**config.mk**
```make
export PLATFORM = sky130hd
export DESIGN_NAME = hs_fifo_buf_flat
export DESIGN_NICKNAME = d
export VERILOG_FILES = /design/src/rtl/hs_fifo_buf_if.sv /design/src/rtl/hs_fifo_buf.sv /design/src/flat_wrapper.sv
export SDC_FILE = /design/constraint.sdc
export NUM_CORES = 1
export LEC_CHECK = 0
export ABC_AREA = 1
export BUFFER_PORTS_ARGS = -buffer_cell sky130_fd_sc_hd__clkbuf_2
export CORE_MARGIN = 2
export CORE_UTILIZATION = 48
export DETAILED_ROUTE_END_ITERATION = 10
export PLACE_DENSITY = 0.67
export SLEW_MARGIN = 20
export SYNTH_ARGS = -nofsm -noshare
export SYNTH_HDL_FRONTEND = slang
export SYNTH_SLANG_ARGS = --single-unit
```
**constraint.sdc**
```tcl
create_clock -name clk -period 9.4 [get_ports clk]
set_input_delay 1.41 -clock clk [delete_from_list [all_inputs] [get_ports clk]]
set_output_delay 1.41 -clock clk [all_outputs]
set_load 0.005 [all_outputs]
```
**src/rtl/hs_fifo_buf_if.sv**
```systemverilog
// hs_fifo_buf_if
// Purpose : groups the sender-side and receiver-side four-phase req/ack/data
//           channels of hs_fifo_buf into a single bundle.
// Signals : s_req, s_data  sender request and data (sender -> buffer)
//           s_ack          acknowledge to sender   (buffer -> sender)
//           r_req, r_data  request and data to receiver (buffer -> receiver)
//           r_ack          receiver acknowledge   (receiver -> buffer)
// Modports: slave  - the buffer itself
//           master - the environment driving sender and receiver
interface hs_fifo_buf_if #(
    parameter int WIDTH = 32
);
    logic             s_req;
    logic [WIDTH-1:0] s_data;
    logic             s_ack;
    logic             r_req;
    logic [WIDTH-1:0] r_data;
    logic             r_ack;

    modport slave (
        input  s_req,
        input  s_data,
        output s_ack,
        output r_req,
        output r_data,
        input  r_ack
    );

    modport master (
        output s_req,
        output s_data,
        input  s_ack,
        input  r_req,
        input  r_data,
        output r_ack
    );
endinterface

```
**src/rtl/hs_fifo_buf.sv**
```systemverilog
// hs_fifo_buf
// Purpose : DEPTH-entry FIFO between a four-phase sender channel and a
//           four-phase receiver channel, fully synchronous to clk. The sender
//           can run up to DEPTH words ahead of the receiver.
// Ports   : clk    clock, all state changes on posedge
//           rst    asynchronous active-high reset, flushes contents and
//                  aborts both handshakes
//           bus    hs_fifo_buf_if.slave (s_req/s_data/s_ack, r_req/r_data/r_ack)
//           level  number of occupied entries, 0..DEPTH
//           full   level == DEPTH
//           empty  level == 0
//           push_cnt, pop_cnt  16-bit wrapping push/pop counters, only
//                  present when HS_FIFO_BUF_STATS_EN is defined
// Config  : define HS_FIFO_BUF_STATS_EN to add the statistics counters.
module hs_fifo_buf #(
    parameter  int WIDTH = 32,
    parameter  int DEPTH = 4,
    localparam int LW    = $clog2(DEPTH + 1)
) (
    input  logic            clk,
    input  logic            rst,
    hs_fifo_buf_if.slave    bus,
    output logic [LW-1:0]   level,
    output logic            full,
    output logic            empty
`ifdef HS_FIFO_BUF_STATS_EN
    ,
    output logic [15:0]     push_cnt,
    output logic [15:0]     pop_cnt
`endif
);
    localparam int PW = $clog2(DEPTH);

    typedef enum logic {
        S_IDLE,
        S_ACK
    } in_state_t;

    typedef enum logic [1:0] {
        R_IDLE,
        R_REQ,
        R_WAIT
    } out_state_t;

    in_state_t        in_state_q, in_state_d;
    out_state_t       out_state_q, out_state_d;
    logic [WIDTH-1:0] mem_q [DEPTH];
    logic [PW-1:0]    wr_ptr_q, wr_ptr_d;
    logic [PW-1:0]    rd_ptr_q, rd_ptr_d;
    logic [LW-1:0]    level_q, level_d;
    logic             s_ack_q, s_ack_d;
    logic             r_req_q, r_req_d;
    logic [WIDTH-1:0] r_data_q, r_data_d;
    logic             push;
    logic             pop;
    logic             full_w;
    logic             empty_w;

    // full/empty come from the registered level, so a push offered on the
    // same edge as a pop from a full FIFO is refused and lands one edge later.
    assign full_w  = (level_q == LW'(DEPTH));
    assign empty_w = (level_q == '0);

    // Input FSM: accept a word on the first edge where s_req is seen while
    // not full, then hold s_ack until the sender withdraws s_req.
    always_comb begin
        in_state_d = in_state_q;
        s_ack_d    = s_ack_q;
        push       = 1'b0;
        case (in_state_q)
            S_IDLE: begin
                if (bus.s_req && !full_w) begin
                    push       = 1'b1;
                    s_ack_d    = 1'b1;
                    in_state_d = S_ACK;
                end
            end
            S_ACK: begin
                if (!bus.s_req) begin
                    s_ack_d    = 1'b0;
                    in_state_d = S_IDLE;
                end
            end
            default: begin
                s_ack_d    = 1'b0;
                in_state_d = S_IDLE;
            end
        endcase
    end

    // Output FSM: present the head word with r_req, pop when the receiver
    // acknowledges, then wait for r_ack to fall before offering the next word.
    // r_data is only reloaded in R_IDLE so it stays put after the pop.
    always_comb begin
        out_state_d = out_state_q;
        r_req_d     = r_req_q;
        r_data_d    = r_data_q;
        pop         = 1'b0;
        case (out_state_q)
            R_IDLE: begin
                if (!empty_w) begin
                    r_data_d    = mem_q[rd_ptr_q];
                    r_req_d     = 1'b1;
                    out_state_d = R_REQ;
                end
            end
            R_REQ: begin
                if (bus.r_ack) begin
                    pop         = 1'b1;
                    r_req_d     = 1'b0;
                    out_state_d = R_WAIT;
                end
            end
            R_WAIT: begin
                if (!bus.r_ack) begin
                    out_state_d = R_IDLE;
                end
            end
            default: begin
                r_req_d     = 1'b0;
                out_state_d = R_IDLE;
            end
        endcase
    end

    // Pointers wrap naturally at DEPTH (a power of two); level tracks the
    // occupancy separately so full and empty never alias.
    always_comb begin
        wr_ptr_d = wr_ptr_q + PW'(push);
        rd_ptr_d = rd_ptr_q + PW'(pop);
        level_d  = level_q + LW'(push) - LW'(pop);
    end

    // Control state with asynchronous reset.
    always_ff @(posedge clk or posedge rst) begin
        if (rst) begin
            in_state_q  <= S_IDLE;
            out_state_q <= R_IDLE;
            wr_ptr_q    <= '0;
            rd_ptr_q    <= '0;
            level_q     <= '0;
            s_ack_q     <= 1'b0;
            r_req_q     <= 1'b0;
            r_data_q    <= '0;
        end else begin
            in_state_q  <= in_state_d;
            out_state_q <= out_state_d;
            wr_ptr_q    <= wr_ptr_d;
            rd_ptr_q    <= rd_ptr_d;
            level_q     <= level_d;
            s_ack_q     <= s_ack_d;
            r_req_q     <= r_req_d;
            r_data_q    <= r_data_d;
        end
    end

    // Storage array needs no reset: an entry is only read after it was written.
    always_ff @(posedge clk) begin
        if (push) begin
            mem_q[wr_ptr_q] <= bus.s_data;
        end
    end

    assign bus.s_ack  = s_ack_q;
    assign bus.r_req  = r_req_q;
    assign bus.r_data = r_data_q;
    assign level      = level_q;
    assign full       = full_w;
    assign empty      = empty_w;

`ifdef HS_FIFO_BUF_STATS_EN
    logic [15:0] push_cnt_q;
    logic [15:0] pop_cnt_q;

    // Free-running 16-bit counters of accepted pushes and pops.
    always_ff @(posedge clk or posedge rst) begin
        if (rst) begin
            push_cnt_q <= '0;
            pop_cnt_q  <= '0;
        end else begin
            push_cnt_q <= push_cnt_q + 16'(push);
            pop_cnt_q  <= pop_cnt_q + 16'(pop);
        end
    end

    assign push_cnt = push_cnt_q;
    assign pop_cnt  = pop_cnt_q;
`endif
endmodule

```
**src/flat_wrapper.sv**
```systemverilog
// flat-port wrapper written by rule: the top's interface ports become plain ports
module hs_fifo_buf_flat 
#(
    parameter  int WIDTH = 32,
    parameter  int DEPTH = 4,
    localparam int LW    = $clog2(DEPTH + 1)
)
  (clk, rst, level, full, empty, bus_s_req, bus_s_data, bus_s_ack, bus_r_req, bus_r_data, bus_r_ack);
  hs_fifo_buf_if #(.WIDTH(WIDTH)) bus_i ();
  input  logic clk;
  input  logic rst;
  output logic [LW-1:0] level;
  output logic full;
  output logic empty;
  input wire logic [$bits(bus_i.s_req)-1:0] bus_s_req;
  input wire logic [$bits(bus_i.s_data)-1:0] bus_s_data;
  output wire logic [$bits(bus_i.s_ack)-1:0] bus_s_ack;
  output wire logic [$bits(bus_i.r_req)-1:0] bus_r_req;
  output wire logic [$bits(bus_i.r_data)-1:0] bus_r_data;
  input wire logic [$bits(bus_i.r_ack)-1:0] bus_r_ack;
  assign bus_i.s_req = bus_s_req;
  assign bus_i.s_data = bus_s_data;
  assign bus_s_ack = bus_i.s_ack;
  assign bus_r_req = bus_i.r_req;
  assign bus_r_data = bus_i.r_data;
  assign bus_i.r_ack = bus_r_ack;
  hs_fifo_buf #(.WIDTH(WIDTH), .DEPTH(DEPTH)) u_core (.clk(clk), .rst(rst), .bus(bus_i), .level(level), .full(full), .empty(empty));
endmodule
```
==> results of run 1 <==
==> worst min-delay path, stage by stage, from the launching register on <==
cell     delay (ps)
dfrtp_1         340
nand2_1          50
nand2_1          50
==> registers in the layout (all words and copies together) (netlist names) <==
signal              count
u_core.out_state_q      2
u_core.mem_q          128
u_core.in_state_q       1
u_core.wr_ptr_q         2
u_core.bus.s_ack        1
u_core.rd_ptr_q         2
u_core.level            3
u_core.bus.r_req        1
u_core.bus.r_data      32
==> cells by family after synthesis <==
group / Yosys count
and+or+nand+nor: 344
DFF: 172
buffers and inverters: 169
AOI/OAI and AO/OA: 5
xor gates and xnor gates: 4
adders and majority gates: 3
==> cells in the mapped netlist <==
library cell	instances
inv_1	142
edfxtp_1	128
buf_4	1
ha_1	2
o21ai_0	2
nor2_4	1
clkbuf_1	4
buf_6	3
or2_2	1
fa_1	1
nand3_2	1
o31ai_1	1
nor3_1	4
dfrtp_1	44
nand3_1	66
nand2_1	265
nor2_1	6
xor2_1	3
xnor2_1	1
a21oi_1	2
buf_2	19
==> power breakdown <==
group / switching (mW) / internal [mW]
logic: 0.530 / 0.262
clock network: 0.273 / 0.387
registers: 0.0671 / 0.989
total: 0.870 / 1.64
==> metal layers <==
layer	vias up	share of wire, %	wire (um)
li1	2295	-	-
met1	2166	44	5810
met2	87	51	6730
met3	10	4.2	561
met4	0	1.0	136
met5	-	0	0
==> layout make-up <==
class | count | area (um2) | share of cell area, %
Clock buffer | 19 | 433 | 5.27
Tap cell | 184 | 230 | 2.80
Timing Repair Buffer | 81 | 423 | 5.15
Sequential cell | 172 | 4950 | 60.2
Inverter | 142 | 536 | 6.52
Multi-Input combinational cell | 356 | 1520 | 18.5
Clock inverter | 13 | 126 | 1.54
==> worst paths after layout <==
kind | startpoint | endpoint | cells after the start
worst max register to register | u_core.rd_ptr_q[0]$_DFF_PP0_ | u_core.bus.r_data[7]$_DFFE_PP0P_ | 7
max in group asynchronous | rst | u_core.rd_ptr_q[0]$_DFF_PP0_ | 2
worst max-delay path | u_core.level[0]$_DFF_PP0_ | empty | 4
worst min register to register | u_core.bus.r_data[1]$_DFFE_PP0P_ | u_core.bus.r_data[1]$_DFFE_PP0P_ | 2
worst min-delay path | u_core.bus.r_data[1]$_DFFE_PP0P_ | u_core.bus.r_data[1]$_DFFE_PP0P_ | 2
min in group asynchronous | rst | u_core.in_state_q$_DFF_PP0_ | 2
==> metrics.txt, run 1 <==
Die W=126 um; buffers plus inverters on the worst setup path=2; gr ovfl total=0; Post-Synthesis Cell Area=7130 um2; gr usage total=17.3%; CTS tree=done; CTS root buf=clkbuf_16; Clock Latency Late Sink=420 ps; maximum vdd drop=0.138 mV; Die Area=15800 um2; post-route cell area=8220 um2; Pre-antenna DRT Iters=4; number of distinct library cells after synthesis=21; Avg Cell Area, Syn=10.2 um2; Clock Skew=9.26 ps; pwr dens=305 nW/um2; simple-gate area share of the yosys netlist=19.6%; met1 usage=21.6%; first-pass GRT wire length=21600 um; chip height=126 um; leading area contributor after synthesis=edfxtp_1; Routed Antenna Nets=0; Power Total=2.51 mW; Synth Area in Compound Gates=0.386%; Slew HR=36.5%; CTS HTree Levels=4; setup slack, reg-to-reg=6810 ps; most common cell after layout, fill and taps aside=nand2_1; worst setup margin=6660 ps; Std-Cell Rows=44; Worst Max-Slew Pin Slew=951 ps; Worst EP arrival=1330 ps; Nets=809; critical path's largest stage delay=430 ps; Vias/cell=4.71; fraction of the mapped netlist area in adder cells=0.632%; Initial Util=49.1%; WHS=477 ps; Mapped Nets=736; diodes inserted=0; Top Ports=75; crit-path cells=nor2_1, nand2_1, inv_1, clkbuf_2; port bufs=74; register area share after synthesis=69.3%; xor and xnor area share after synthesis=0.491%; hold-fix buffers at CTS=0; dpl hpwl=7690 um; Fmax achieved=365 MHz; initial detailed-routing violation count=296; core area=14500 um2; Crit Path Class=reg2out; Pins Over Slew Limit=0; Worst Setup End Kind=primary output; area post-placement=7650 um2; max cap viols=0; post-DR wirelength/cell=13.7 um; period utilization=29.1%; final cell count without fillers=967; final core utilization=56.5%; Post-Place Worst Slack=6360 ps; share of synthesized area spent on multiplexers=0%; Setup Total Neg Slack=0 ps; commonest cells after routing, fill and taps aside=nand2_1 (265), inv_1 (140), edfxtp_1 (128); Synth Instances=697; Crit Path Max Fanout=6; number of global-route vias before repair=4413; largest family of logic cells by synthesized area=simple AND/OR/NAND/NOR gates; clk sinks=172; Area Growth Syn to Fin=15.2%; #FFs+latches synth=172; leak pwr=4.00 nW; vias=4558; post-synth top area share=53.9%; initial antenna violation count=0; DP Cell Count=935; Min-Delay Path Class=reg2reg; grt peak-use layer=met2; Final Setup Violations=0; Post-CTS Resized=0; Synth area leaders=edfxtp_1 (54%), dfrtp_1 (15%), nand2_1 (14%); Final Hold Viols=0; status=finished, final reports clean; DRC violations left=0; grt met3 use=4.08%; final wirelength=13200 um; CTS Buf Count=17; unrepaired setup endpoints after global routing=false; largest net degree at the start of global routing=67; CTS clk-pin slew, worst paths=60 ps; CP max stage cell=dfrtp_1; worst endpoint required time=7990 ps; crit start category=flip-flop; global-route met2 utilization=30.1%; share of post-route cells with drive strength above 1=14.9%; CTS Buffer Depth=2; minimum clock period=2740 ps; FILL cells=1212; Placer Congestion=0.729; Worst path top cell family by delay=flip-flops; Synthesis Warnings=0; post-CTS setup buffer count=0
Note: power is estimated with default switching activity, not from simulation.
==> run 2, diff against run 1 <==
--- a/config.mk
+++ b/config.mk
@@ -5,12 +5,12 @@
 export SDC_FILE = /design/constraint.sdc
 export NUM_CORES = 1
 export LEC_CHECK = 0
-export ABC_AREA = 1
+export ABC_AREA = 0
 export BUFFER_PORTS_ARGS = -buffer_cell sky130_fd_sc_hd__clkbuf_2
 export CORE_MARGIN = 2
 export CORE_UTILIZATION = 48
 export DETAILED_ROUTE_END_ITERATION = 10
-export PLACE_DENSITY = 0.67
+export PLACE_DENSITY = 0.7
 export SLEW_MARGIN = 20
 export SYNTH_ARGS = -nofsm -noshare
 export SYNTH_HDL_FRONTEND = slang
==> constraint.sdc (replaced) <==
create_clock -name clk -period 2.4 [get_ports clk]
set_input_delay 0.36 -clock clk [delete_from_list [all_inputs] [get_ports clk]]
set_output_delay 0.36 -clock clk [all_outputs]
set_load 0.005 [all_outputs]
==> metrics.txt, run 2 <==
status=finished, final reports clean; Setup Total Neg Slack=0 ps (unchanged); post-synth top area share=57.9% (+4.0 points); Placer Congestion=0.719 (-1.4%); Post-Synthesis Cell Area=6640 um2 (-6.9%); CTS tree=done; Primary FF master, synth=edfxtp_1; minimum clock period=2300 ps; Worst path top cell family by delay=simple AND/OR/NAND/NOR gates; CTS Buf Count=17 (unchanged); Clock Skew=10.8 ps (+1.59 ps); worst endpoint required time=2740 ps (-5250 ps); Synthesis Warnings=0 (unchanged); dpl hpwl=6750 um (-12%); Register Area=4950 um2 (about the same); Die Area=14800 um2 (-6.7%); crit start category=flip-flop; diodes inserted=0 (unchanged); Worst path most repeated cell=xnor2_1; gr ovfl total=0 (unchanged); area of the multi-input gates=1580 um2 (+3.6%); max reg flops=128 (unchanged); Power Total=9.94 mW (+300%); CTS clk-pin slew, worst paths=60 ps (about the same); unrepaired setup endpoints after global routing=true; max cap viols=0 (unchanged); Final Hold Viols=0 (unchanged); Nets=424 (-48%); chip height=122 um (-3.4%); Worst Max-Slew Pin Slew=868 ps (-82.2 ps); FILL cells=981 (-19%); CTS Buffer Depth=2 (unchanged); Fmax achieved=434 MHz; count leader, synth=edfxtp_1; leading area contributor after synthesis=edfxtp_1; Synth Instances=286 (-59%); Top Ports=75 (unchanged); Clock Latency Late Sink=420 ps (about the same); final core utilization=59.2% (+2.6 points); commonest cells after routing, fill and taps aside=edfxtp_1 (128), clkbuf_2 (74), dfrtp_1 (42); crit-path cells=or3b_2, nand3b_1, inv_1, ha_1, fa_1, xnor2_1, xnor2_1; Post-synth EDFFs=128 (unchanged); Initial Util=49.6% (+0.48 points); Crit Path Max Fanout=6 (unchanged); register area share after synthesis=74.5% (+5.1 points); gr usage total=16.3% (-1.0 points); CTS root buf=clkbuf_16; critical path's largest stage delay=530 ps (+100 ps); beginning of the critical path=u_core.level[0]$_DFF_PP0_; buffers plus inverters on the worst setup path=1 (-1); Post-synth top cells=edfxtp_1 (128), dfrtp_1 (44), mux2_4 (30); initial detailed-routing violation count=178 (-40%); Pins Over Slew Limit=0 (unchanged); Crit Path Class=reg2reg; number of global-route vias before repair=3127 (-29%); leak pwr=3.13 nW (-22%); Std-Cell Rows=42 (-4.5%); share of post-route cells with drive strength above 1=42.0% (+27 points); clk sinks=172 (unchanged); DRC violations left=0 (unchanged); Pre-antenna DRT Iters=4 (unchanged); first-pass GRT wire length=17200 um (-20%); Final Setup Violations=0 (unchanged); Mapped Nets=325 (-56%); Post-CTS Resized=0 (unchanged); pwr dens=1250 nW/um2 (+310%); CTS HTree Levels=4 (unchanged); final wirelength=11000 um (-17%); maximum vdd drop=0.580 mV (+320%); Die W=122 um (-3.4%); most flop-heavy register=u_core.mem_q; post-DR wirelength/cell=19.1 um (+40%); Worst Setup End Kind=flip-flop; Avg Cell Area, Syn=23.2 um2 (+130%); Synth area leaders=edfxtp_1 (58%), dfrtp_1 (17%), mux4_1 (11%); most common cell after layout, fill and taps aside=edfxtp_1; #FFs+latches synth=172 (unchanged); Routed Antenna Nets=0 (unchanged); fraction of registers with async set/reset=25.6% (unchanged); port bufs=74 (unchanged); reg-to-reg startpoint=u_core.level[0]$_DFF_PP0_; Slew HR=42.1% (+5.6 points); initial antenna violation count=0 (unchanged); hold_sp=bus_s_data[3]; period utilization=95.9%; Area Growth Syn to Fin=19.4%; largest net degree at the start of global routing=35 (-48%); Worst EP arrival=2640 ps (+1310 ps); CP max stage cell=or3b_2; vias=2982 (-35%); Min-Delay Path Class=in2reg; number of distinct library cells after synthesis=32 (+52%); Vias/cell=5.20 (+10%); core area=13400 um2 (-7.8%)
==> run 2: cell types whose count changed after synthesis, sizes merged, moves of 5 or more <==
cell and change:
nor2 -5, nand2 -262, inv -136, mux4 +32
buf -15, nand3 -67, mux2 +32
==> run 2: through the flow <==
stage          area, um2  cells  hold WS (ps)  worst slack, ps
3_3_place_gp        7250    536           323              161
6_report            7930    574           155             98.5
2_1_floorplan       6660    286           450             -203
3_5_place_dp        7250    536           327              110
5_1_grt             7930    574           137            -5.00
4_1_cts             7890    569           136             85.4
==> run 2: final timing paths <==
path | to | slack, ps | cells past startpoint
max | u_core.level[2]$_DFF_PP0_ | 100 | 7
max reg2reg | u_core.level[2]$_DFF_PP0_ | 100 | 7
min | u_core.mem_q[1][3]$_DFFE_PP_ | 150 | 1
max in group asynchronous | u_core.level[2]$_DFF_PP0_ | 1350 | 4
min reg2reg | u_core.bus.r_data[21]$_DFFE_PP0P_ | 510 | 1
min in group asynchronous | u_core.out_state_q[1]$_DFFE_PP0P_ | 430 | 3
==> run 2: cell families after synthesis <==
kind of cell | share of synthesized area, %
DFF | 74.5
muxes | 19.6
buffers and inverters | 2.32
and+or+nand+nor | 1.56
AOI/OAI and AO/OA | 0.622
xor gates and xnor gates | 0.792
adders and majority gates | 0.678
==> run 2: per-layer routing <==
metal	GRT usage [%]	routed length [um]	up-vias
li1	-	-	1368
met1	21.4	4680	1522
met2	25.6	5580	78
met3	4.96	568	14
met4	6.68	161	0
met5	0	0	-
==> run 2: cell type report <==
type                       count  area share (%)
multi-input combinational     96            19.9
inverter                       6           0.284
clock buffer                  22            5.86
sequential                   172            62.4
clock inverter                10            2.05
timing repair buffer          92            6.72
tap                          176            2.78
==> run 2: what timing repair did <==
item                                   in CTS  in global routing
buffers inserted                            0                  5
hold buffers                                1                  0
endpoints found under the hold margin      11                  0
setup endpoints to repair                   0                 19
==> run 2: power breakdown <==
group	internal (mW)	switching, mW
sequential	3.89	0.445
combinational	1.69	1.07
clock	1.80	1.05
==> run 3, diff against run 2 <==
--- a/config.mk
+++ b/config.mk
@@ -9,8 +9,9 @@
 export BUFFER_PORTS_ARGS = -buffer_cell sky130_fd_sc_hd__clkbuf_2
 export CORE_MARGIN = 2
 export CORE_UTILIZATION = 48
+export CTS_CLUSTER_SIZE = 14
 export DETAILED_ROUTE_END_ITERATION = 10
-export PLACE_DENSITY = 0.7
+export PLACE_DENSITY = 0.74
 export SLEW_MARGIN = 20
 export SYNTH_ARGS = -nofsm -noshare
 export SYNTH_HDL_FRONTEND = slang
==> metrics.txt, run 3 (synthesized netlist as in run 2, its figures left out) <==
area post-placement=7250 um2 (about the same); Pins Over Slew Limit=0 (unchanged); Pre-antenna DRT Iters=4 (unchanged); most common cell after layout, fill and taps aside=edfxtp_1; Std-Cell Rows=42 (unchanged); max reg flops=128 (unchanged); Min-Delay Path Class=in2reg; share of post-route cells with drive strength above 1=41.8% (-0.19 points); Power Total=9.72 mW (-2.3%); vias=3019 (+1.2%); commonest cells after routing, fill and taps aside=edfxtp_1 (128), clkbuf_2 (74), dfrtp_1 (42); Crit Path Class=reg2reg; worst-case reg-to-reg path depth=7 (unchanged); maximum vdd drop=1.12 mV (+94%); Area Growth Syn to Fin=18.3%; post-route cell area=7860 um2 (-0.92%); worst endpoint required time=2700 ps (-40 ps); core area=13400 um2 (unchanged); status=finished, final reports clean; initial detailed-routing violation count=159 (-11%); hold path depth=1 (unchanged); period utilization=96.2% (+0.33 points); Vias/cell=5.29 (+1.8%); port bufs=74 (unchanged); Die W=122 um (unchanged); Reg-to-Reg End=u_core.level[2]$_DFF_PP0_; first-pass GRT wire length=17800 um (+3.4%); Fmax achieved=433 MHz (-0.34%); CTS tree=done; Initial Util=49.6% (unchanged); crit start category=flip-flop; max cap viols=0 (unchanged); Placer Congestion=0.716 (-0.53%); reg-to-reg startpoint=u_core.level[1]$_DFF_PP0_; minimum clock period=2310 ps (+7.83 ps); Setup Total Neg Slack=0 ps (unchanged); post-DR wirelength/cell=19.8 um (+3.2%); final wirelength=11300 um (+2.7%); chip height=122 um (unchanged); diodes inserted=0 (unchanged); CTS HTree Levels=4 (unchanged); CTS clk-pin slew, worst paths=60 ps (about the same); Top Ports=75 (unchanged); unrepaired setup endpoints after global routing=true; CTS Buffer Depth=2 (unchanged); dpl hpwl=6880 um (+1.9%); Slew HR=42.2% (+0.13 points); hold_sp=bus_s_data[8]; number of global-route vias before repair=3216 (+2.8%); initial antenna violation count=0 (unchanged); endpoint of the worst hold path=u_core.mem_q[1][8]$_DFFE_PP_; Routed Antenna Nets=0 (unchanged); DRC violations left=0 (unchanged); leak pwr=3.10 nW (-0.95%); largest net degree at the start of global routing=35 (unchanged); Worst Max-Slew Pin Slew=867 ps (-1.92 ps); setup slack, reg-to-reg=90 ps (about the same); CTS root buf=clkbuf_16; gr usage total=16.8% (+0.48 points); Worst Setup End Kind=flip-flop; gr ovfl total=0 (unchanged); Crit Path Max Fanout=5 (-1); Die Area=14800 um2 (unchanged); Clock Latency Late Sink=420 ps (about the same); pwr dens=1240 nW/um2 (-1.4%); Clock Skew=8.81 ps (-2.04 ps); Nets=421 (-0.71%); Final Setup Violations=0 (unchanged); Worst EP arrival=2610 ps (-30 ps); CTS Buf Count=17 (unchanged); most flop-heavy register=u_core.mem_q; clk sinks=172 (unchanged); Final Hold Viols=0 (unchanged)
-- run 3: how the worst max path moves through the flow --
| stage | start | endpoint | slack [ps] |
|---|---|---|---|
| floorplan | u_core.level[2]$_DFF_PP0_ | u_core.mem_q[1][0]$_DFFE_PP_ | -200 |
| global placement | u_core.level[1]$_DFF_PP0_ | u_core.level[2]$_DFF_PP0_ | 90 |
| detailed placement | u_core.level[1]$_DFF_PP0_ | u_core.level[2]$_DFF_PP0_ | 7 |
| CTS | u_core.level[1]$_DFF_PP0_ | u_core.level[2]$_DFF_PP0_ | 80 |
| global route | u_core.level[1]$_DFF_PP0_ | u_core.level[2]$_DFF_PP0_ | -20 |
| finish | u_core.level[1]$_DFF_PP0_ | u_core.level[2]$_DFF_PP0_ | 90 |
-- run 3: repair_timing --
action,4_1_cts,5_1_grt
setup endpoints to repair,1,22
pin swaps,1,2
endpoints found under the hold margin,13,0
gates resized for setup,0,1
hold buffers,1,0
buffers inserted,1,3
-- run 3: worst max-delay path, cell delays in order (launching register included) --
cell	delay, ps
dfrtp_1	430
or3b_2	510
nand3b_1	230
inv_1	120
ha_1	220
fa_1	410
xnor2_2	160
xnor2_1	120
-- run 3: per-stage QoR --
stage               setup slack (ps)  instances  hold WS [ps]  util, %
floorplan                       -203        286           450        -
global placement                86.8        534           299     54.1
detailed placement              7.18        534           315     54.1
CTS                             81.8        568           138     58.4
global route                   -22.3        571           138     58.6
finish                          90.7        571           153     58.6
-- run 3: report_power, final --
part / switching, mW / internal [mW] / total, mW
Sequential: 0.432 / 3.89 / 4.32
Clock: 1.07 / 1.51 / 2.58
Combinational: 1.11 / 1.70 / 2.82
-- run 3: final cells by class --
class / instances / area (um2)
Clock buffer: 18 / 429
Clock inverter: 14 / 128
Tap cell: 176 / 220
Fill cell: 975 / 5550
Timing Repair Buffer: 89 / 523
Multi-Input combinational cell: 96 / 1590
Sequential cell: 172 / 4950
Inverter: 6 / 22.5
-- run 3: metal layers --
metal | share of wire [%] | global-route usage [%] | vias up | wire length [um]
li1 | - | - | 1365 | -
met1 | 41 | 20.6 | 1573 | 4660
met3 | 4.7 | 6.04 | 11 | 529
met5 | 0 | 0 | - | 0
met4 | 1.2 | 5.39 | 0 | 141
met2 | 53 | 28.0 | 70 | 5950
